File: src/rtl/pipe_ctrl.sv
// Pipeline control: merges stage stall requests and exception flush into the shared stall/flush bus.
// Optional performance counters are built only when PIPE_CTRL_PERF_EN is defined.
module pipe_ctrl #(
   parameter logic [31:0]          EXC_VECTOR = 32'h0000_0020,
   parameter int                   WDT_WIDTH  = 16,
   parameter logic [WDT_WIDTH-1:0] WDT_LIMIT  = 16'hFFFF
) (
   input  logic        clk,
   input  logic        rst,
   input  logic        stallreq_from_if_i,
   input  logic        stallreq_from_id_i,
   input  logic        stallreq_from_ex_i,
   input  logic        stallreq_from_mem_i,
   input  logic [31:0] excepttype_i,
   input  logic [31:0] cp0_epc_i,
   output logic [5:0]  stall_o,
   output logic        flush_o,
   output logic [31:0] new_pc_o,
   output logic        wdt_timeout_o,
   output logic [31:0] perf_stall_cycles_o,
   output logic [31:0] perf_flush_count_o
);

   localparam logic [31:0]          ERET_CODE = 32'h0000_000e;
   localparam logic [WDT_WIDTH-1:0] WDT_LAST  = WDT_LIMIT - WDT_WIDTH'(1);

   typedef enum logic {
      RUN   = 1'b0,
      FLUSH = 1'b1
   } state_t;

   state_t               state_reg;
   state_t               state_next;
   logic [2:0]           stall_depth;
   logic                 exc_take;
   logic                 stalled;
   logic                 wdt_hit;
   logic [WDT_WIDTH-1:0] wdt_reg;
   logic [WDT_WIDTH-1:0] wdt_next;

   // A pending exception waits behind a data-bus stall so the faulting access completes first.
   assign exc_take = !rst && (state_reg == RUN) && (excepttype_i != 32'h0) && !stallreq_from_mem_i;

   always_ff @(posedge clk) begin
      if (rst) begin
         state_reg <= RUN;
      end else begin
         state_reg <= state_next;
      end
   end

   always_comb begin
      state_next = state_reg;
      case (state_reg)
         RUN:     if (exc_take) state_next = FLUSH;
         FLUSH:   state_next = RUN;
         default: state_next = RUN;
      endcase
   end

   // Stall depth n freezes stages 0..n-1; the deepest requesting stage wins.
   always_comb begin
      stall_depth = 3'd0;
      flush_o     = 1'b0;
      new_pc_o    = 32'h0;
      if (!rst && state_reg == RUN) begin
         if (exc_take) begin
            flush_o  = 1'b1;
            new_pc_o = (excepttype_i == ERET_CODE) ? cp0_epc_i : EXC_VECTOR;
         end else if (stallreq_from_mem_i) begin
            stall_depth = 3'd5;
         end else if (stallreq_from_ex_i) begin
            stall_depth = 3'd4;
         end else if (stallreq_from_id_i) begin
            stall_depth = 3'd3;
         end else if (stallreq_from_if_i) begin
            stall_depth = 3'd2;
         end
      end
   end

   generate
      for (genvar gi = 0; gi < 6; gi++) begin : g_stall
         assign stall_o[gi] = (stall_depth > 3'(gi));
      end
   endgenerate

   assign stalled       = (stall_depth != 3'd0);
   assign wdt_hit       = stalled && (wdt_reg == WDT_LAST);
   assign wdt_timeout_o = wdt_hit;

   always_comb begin
      wdt_next = wdt_reg + WDT_WIDTH'(1);
      if (!stalled || flush_o || wdt_hit) begin
         wdt_next = '0;
      end
   end

   always_ff @(posedge clk) begin
      if (rst) begin
         wdt_reg <= '0;
      end else begin
         wdt_reg <= wdt_next;
      end
   end

`ifdef PIPE_CTRL_PERF_EN
   logic [31:0] perf_stall_reg;
   logic [31:0] perf_flush_reg;

   // Saturating counters; only reset clears them.
   always_ff @(posedge clk) begin
      if (rst) begin
         perf_stall_reg <= 32'h0;
         perf_flush_reg <= 32'h0;
      end else begin
         if (stalled && perf_stall_reg != 32'hFFFF_FFFF) begin
            perf_stall_reg <= perf_stall_reg + 32'd1;
         end
         if (flush_o && perf_flush_reg != 32'hFFFF_FFFF) begin
            perf_flush_reg <= perf_flush_reg + 32'd1;
         end
      end
   end

   assign perf_stall_cycles_o = perf_stall_reg;
   assign perf_flush_count_o  = perf_flush_reg;
`else
   assign perf_stall_cycles_o = 32'h0;
   assign perf_flush_count_o  = 32'h0;
`endif

endmodule

File: config.mk
export PLATFORM = sky130hd
export DESIGN_NAME = pipe_ctrl
export DESIGN_NICKNAME = d
export VERILOG_FILES = /design/src/rtl/pipe_ctrl.sv
export SDC_FILE = /design/constraint.sdc
export NUM_CORES = 1
export LEC_CHECK = 0
export ABC_AREA = 1
export ABC_CLOCK_PERIOD_IN_PS = 4700
export BUFFER_PORTS_ARGS = -buffer_cell sky130_fd_sc_hd__buf_2
export CORE_MARGIN = 2
export CORE_UTILIZATION = 41
export DETAILED_ROUTE_END_ITERATION = 12
export MAX_ROUTING_LAYER = met4
export PLACE_DENSITY = 0.95
export SKIP_CTS_REPAIR_TIMING = 1
export SLEW_MARGIN = 10
export SYNTH_ARGS = -nofsm -noshare
export SYNTH_HDL_FRONTEND = slang
export SYNTH_SLANG_ARGS = --single-unit
File: constraint.sdc
create_clock -name clk -period 4.7 [get_ports clk]
set_input_delay 0.705 -clock clk [delete_from_list [all_inputs] [get_ports clk]]
set_output_delay 0.705 -clock clk [all_outputs]
set_load 0.03 [all_outputs]
==> results.json, run 1 <==
{
  "synth-compound-area-share_pct": 2.00,
  "worst_pin_slew_ps": 978,
  "cts_sinks": 17,
  "track_usage_pct": 16.1,
  "async_flop_share_pct": 0,
  "die_h_um": 72.8,
  "switchingPower_mw": 0.157,
  "start_util_pct": 41.9,
  "slowest_stage": "o21ai_4",
  "synth-edff-count": 0,
  "clkLatencyLatePin_ps": 250,
  "period_needed_ps": 3110,
  "grt_first_pass_wirelength_um": 6730,
  "crit_arrival_ps": 2400,
  "cp_max_fo": 33,
  "cts-buffers-inserted": 3,
  "comb_power_share_pct": 35.8,
  "yosysUniqueCellTypes": 26,
  "antenna_found_initial": 1,
  "cp_top_family": "compound AO/OA/AOI/OAI gates",
  "synthAdderAreaFrac_pct": 1.29,
  "synth.most_common_cell": "buf_4",
  "p_per_area_nw_per_um2": 171,
  "core-area_um2": 4630,
  "ant_nets": 0,
  "cp-end-kind": "primary output",
  "rsz0062_at_grt": "no",
  "synth_top_family_by_area": "buffers and inverters",
  "path_class": "in -> out",
  "viasPerCell": 4.24,
  "io_pins": 174,
  "die_x_um": 72.8,
  "num_vias": 1931,
  "muxShareOfSynthArea_pct": 0,
  "fin_skew_ps": 1.58,
  "firstDrtPassIters": 6,
  "synth-main-ff-cell": "dfxtp_1",
  "p_seq_share_pct": 37.1,
  "drive_gt1_share_pct": 34.5,
  "yosys.area.top_type": "buf_4",
  "setup_viol": 0,
  "period_share_pct": 66.1,
  "drc_errors": 0,
  "clkPwrFrac_pct": 27.2,
  "routedWlPerCell_um": 9.53,
  "final_cells": 455,
  "syn_area_um2": 1940,
  "largest_reg_flops": 16,
  "cap_violations": 0,
  "cp-start-kind": "primary input",
  "grt_max_degree": 34,
  "relSlewSlack_pct": 34.8,
  "fmax_ghz": 0.322,
  "sw_frac_of_total_pct": 39.9,
  "row_count": 25,
  "status": "finished clean",
  "clk_pin_slew_ps": 60,
  "synth_top_area_share_pct": 25.1,
  "nNetsFinal": 473,
  "dpl.hpwl_um": 3610,
  "yosysWarnings": 0,
  "p_int_mw": 0.237,
  "required_ps": 3990,
  "worst-path-buf-inv": 2,
  "grt_pass1_vias": 1599,
  "finalMaxSlewViolations": 0,
  "synth_simple_gate_area_share_pct": 35.5,
  "clk_path_buf_depth": 2,
  "fin_tns_setup_ps": 0,
  "area_delta_synth_final_pct": 18.4,
  "synth_seq_cells": 17,
  "first_iter_violations": 64,
  "synthCells": 297,
  "overflow": 0,
  "hp-class": "reg -> reg",
  "tritoncts": "yes",
  "synth.avg_cell_area_um2": 6.53,
  "gp_congestion": 0.843,
  "hold_viol": 0,
  "ys_seq_area_share_pct": 17.5,
  "synth_common_cells": "buf_4 (65), inv_1 (49), nor2_1 (40), nor3_1 (33), nand2_1 (24)",
  "cts.htree.levels": 1,
  "vdd_ir_drop_max_mv": 0.0778,
  "path_cells": "buf_2 -> nor2_1 -> nand2_1 -> nor2_2 -> nand2_2 -> o21ai_4 -> nand2_2 -> a21oi_1 -> buf_2",
  "yosys-top-cells-area": "buf_4 (25%), dfxtp_1 (18%), inv_1 (9.5%)",
  "nFillCells": 422,
  "routed_wl_um": 4340,
  "synth_xor_area_share_pct": 5.87,
  "root_buffer": "clkbuf_8",
  "slowest_delay_ps": 640,
  "placed_cells": 450,
  "port_buffers": 108,
  "fp.dieArea_um2": 5300,
  "leakage_nw": 1.31
}
[kinds of logic after synthesis]
kind of cell	Yosys count
AOI/OAI and AO/OA	5
xor gates and xnor gates	13
adders and majority gates	2
buffers and inverters	124
DFF	17
other	1
and+or+nand+nor	135
[power groups by stage]
stage | Combinational (mW) | Sequential [mW] | Clock (mW)
after floorplan | 0.147 | 0.149 | 0
after CTS | 0.140 | 0.146 | 0.109
after detailed placement | 0.140 | 0.149 | 0
after global placement | 0.138 | 0.149 | 0
final | 0.141 | 0.146 | 0.107
after global routing | 0.153 | 0.146 | 0.114
[cells in the final DEF (no fill, tap or decap), types with 5 or more instances in the layout]
cell type,n
buf_2,108
conb_1,65
dfxtp_1,17
inv_1,49
nand2_1,24
nand2_2,5
nand4_1,7
nor2_1,40
nor2_2,9
nor2_4,10
nor3_1,33
xor2_1,9
[area by class of cell]
| cell class | count | area (µm²) | share of cell area, % |
|---|---|---|---|
| multi-input combinational | 220 | 1110 | 48.3 |
| timing repair buffer | 108 | 541 | 23.5 |
| sequential | 17 | 340 | 14.8 |
| inverter | 51 | 191 | 8.33 |
| tap | 54 | 67.6 | 2.94 |
| clock buffer | 4 | 45.0 | 1.96 |
| antenna | 1 | 2.50 | 0.109 |
[per-stage QoR]
stage | total power [mW] | util (%) | setup WS, ps | hold slack (ps) | instance area, µm²
floorplan | 0.296 | - | 1790 | 457 | 2180
global placement | 0.287 | 48.6 | 1590 | 472 | 2250
detailed placement | 0.289 | 48.6 | 1550 | 480 | 2250
CTS | 0.395 | 49.6 | 1550 | 497 | 2300
global route | 0.413 | 49.6 | 1390 | 519 | 2300
finish | 0.394 | 49.6 | 1590 | 497 | 2300
[worst register-to-register path, delay by kind of cell (launching register included)]
kind | cells | cell delay [ps]
buf+inv | 1 | 60
simple gates | 6 | 1170
flops | 1 | 300
compound gates | 1 | 260
[final timing paths]
kind                                       startpoint                      to  slack [ps]  depth (start not counted)
worst max-delay path                 excepttype_i[31]           wdt_timeout_o        1590                          9
worst min-delay path            wdt_reg[0]$_SDFF_PP0_   wdt_reg[0]$_SDFF_PP0_         500                          1
worst max register to register   state_reg$_SDFF_PP0_  wdt_reg[10]$_SDFF_PP0_        2780                          8
worst min register to register  wdt_reg[0]$_SDFF_PP0_   wdt_reg[0]$_SDFF_PP0_         500                          1
[metal layers]
layer  share of wire [%]  vias up  GRT usage, %
met5                   0        -             -
met4                 1.2        0          4.94
met3                 8.8        5          3.04
met2                  49       95          29.1
met1                  41      861          17.7
li1                    -      970             -
Note: power is estimated with default switching activity, not from simulation.
==> run 2, diff against run 1 <==
ABC_CLOCK_PERIOD_IN_PS = 2800   (was 4700)
CORE_UTILIZATION = 35   (was 41)
PLACE_DENSITY = 0.9   (was 0.95)
clock period = 2.8 ns   (was 4.7 ns; I/O delays follow)
==> run 2 against run 1 <==
Compared with the run above:
- clock power is 72% higher
- register-to-register slack worse by 1800 ps
- combinational power grew 69%
- sequential share of layout area down 0.18 points
- routed wire length down 1.9%
- setup slack got worse by 1400 ps
- global-route usage shrank 2.4 points
- clock skew about the same
- die area increased by 16%
- worst hold slack lost 10 ps
- non-clock buffer count is 1 higher
- final cell count is 4.0% higher
- largest power group unchanged
==> results.json, run 2 (same netlist as run 1, synthesis figures left out) <==
{
  "drive_gt1_share_pct": 34.7,
  "cp-start-kind": "primary input",
  "hold_viol": 0,
  "status": "finished clean",
  "crit_top_cell": "buf_2",
  "cp_top_family": "simple AND/OR/NAND/NOR gates",
  "relSlewSlack_pct": 34.3,
  "final_common_cell": "buf_2",
  "core-area_um2": 5440,
  "clkPwrFrac_pct": 27.6,
  "finalMaxSlewViolations": 0,
  "comb_power_share_pct": 35.7,
  "fmax_ghz": 0.387,
  "worst_pin_slew_ps": 986,
  "cp-end-kind": "primary output",
  "multi_input_area_um2": 1110,
  "routedWlPerCell_um": 8.99,
  "clkLatencyLatePin_ps": 250,
  "io_pins": 174,
  "fin_skew_ps": 1.80,
  "die_h_um": 78.5,
  "track_usage_pct": 13.7,
  "worst_slack_ps": 219,
  "rsz0062_at_grt": "no",
  "setup_viol": 0,
  "dpl.hpwl_um": 3670,
  "port_buffers": 108,
  "die_x_um": 78.5,
  "period_needed_ps": 2580,
  "cp_max_fo": 32,
  "slowest_delay_ps": 590,
  "nNetsFinal": 474,
  "gp_congestion": 0.838,
  "root_buffer": "clkbuf_8",
  "cts-buffers-inserted": 3,
  "switchingPower_mw": 0.268,
  "overflow": 0,
  "largest_reg_flops": 16,
  "sw_frac_of_total_pct": 40.3,
  "grt_max_degree": 33,
  "leakage_nw": 1.31,
  "dp_slack_ps": 267,
  "grt_first_pass_wirelength_um": 6840,
  "routed_wl_um": 4250,
  "drc_errors": 0,
  "final_cell_mix": "buf_2 (108), conb_1 (65), inv_1 (49), nor2_1 (40), nor3_1 (33)",
  "p_total_mw": 0.667,
  "num_vias": 1893,
  "fp.dieArea_um2": 6160,
  "grt_pass1_vias": 1688,
  "n_antenna_cell": 0,
  "clk_path_buf_depth": 2,
  "required_ps": 2380,
  "p_int_mw": 0.398,
  "start_util_pct": 35.7,
  "cap_violations": 0,
  "path_class": "in -> out",
  "fin_tns_setup_ps": 0,
  "tritoncts": "yes",
  "cts_sinks": 17,
  "area_delta_synth_final_pct": 19.9,
  "worst-path-buf-inv": 2,
  "nFillCells": 554,
  "path_cells": "buf_2 -> nor2_1 -> nand2_1 -> nor2_2 -> nand2_2 -> or2_1 -> nor3_1 -> buf_2",
  "firstDrtPassIters": 4,
  "vdd_ir_drop_max_mv": 0.271,
  "p_per_area_nw_per_um2": 287,
  "row_count": 27,
  "ant_nets": 0,
  "first_iter_violations": 20,
  "crit_arrival_ps": 2160,
  "antenna_found_initial": 0,
  "area.sequential_um2": 340,
  "hp-class": "in -> reg",
  "viasPerCell": 4.00,
  "clk_pin_slew_ps": 60,
  "period_share_pct": 92.2,
  "slowest_stage": "or2_1",
  "cts.htree.levels": 1,
  "p_seq_share_pct": 36.8
}
## run 2: cell types whose count changed in the layout (fill, tap and decap cells not counted)
cell / before / now
diode_2: 1 / 0
buf_4: 0 / 1
## run 2: layer usage
layer	global-route usage, %	vias up	share of wire, %
met2	25.4	87	52
met1	15.0	827	40
met3	2.87	4	7.1
met4	2.81	0	0.45
met5	-	-	0
li1	-	975	-
## run 2: stage by stage
step                      hold slack (ps)  instances  area [µm²]  util (%)
after floorplan                       457        361        2180         -
after global placement                471        469        2280      41.9
after detailed placement              479        469        2280      41.9
after CTS                             483        473        2330      42.8
after global routing                  498        473        2330      42.8
final                                 487        473        2330      42.8
## run 2: power groups by stage
stage               clock [mW]  combinational (mW)  sequential [mW]
floorplan                    0               0.246            0.250
global placement             0               0.233            0.250
detailed placement           0               0.236            0.250
CTS                      0.188               0.237            0.245
global route             0.197               0.258            0.245
finish                   0.184               0.238            0.245
## run 2: final timing paths
| kind | slack (ps) | startpoint | to | cells past startpoint |
|---|---|---|---|---|
| setup / recovery | 220 | excepttype_i[17] | new_pc_o[19] | 8 |
| hold / removal | 490 | stallreq_from_mem_i | state_reg$_SDFF_PP0_ | 4 |
| setup reg to reg | 960 | wdt_reg[0]$_SDFF_PP0_ | wdt_reg[8]$_SDFF_PP0_ | 8 |
| hold reg to reg | 500 | wdt_reg[0]$_SDFF_PP0_ | wdt_reg[0]$_SDFF_PP0_ | 1 |
## run 2: area by class of cell
type	count	area share [%]
Timing Repair Buffer	109	23.6
Multi-Input combinational cell	220	47.8
Inverter	51	8.23
Sequential cell	17	14.6
Clock buffer	4	1.94
Tap cell	72	3.87
## run 2: worst min-delay path, stage by stage
cell	delay [ps]
buf_2	110
nor2_2	70
inv_2	60
nor2_1	40
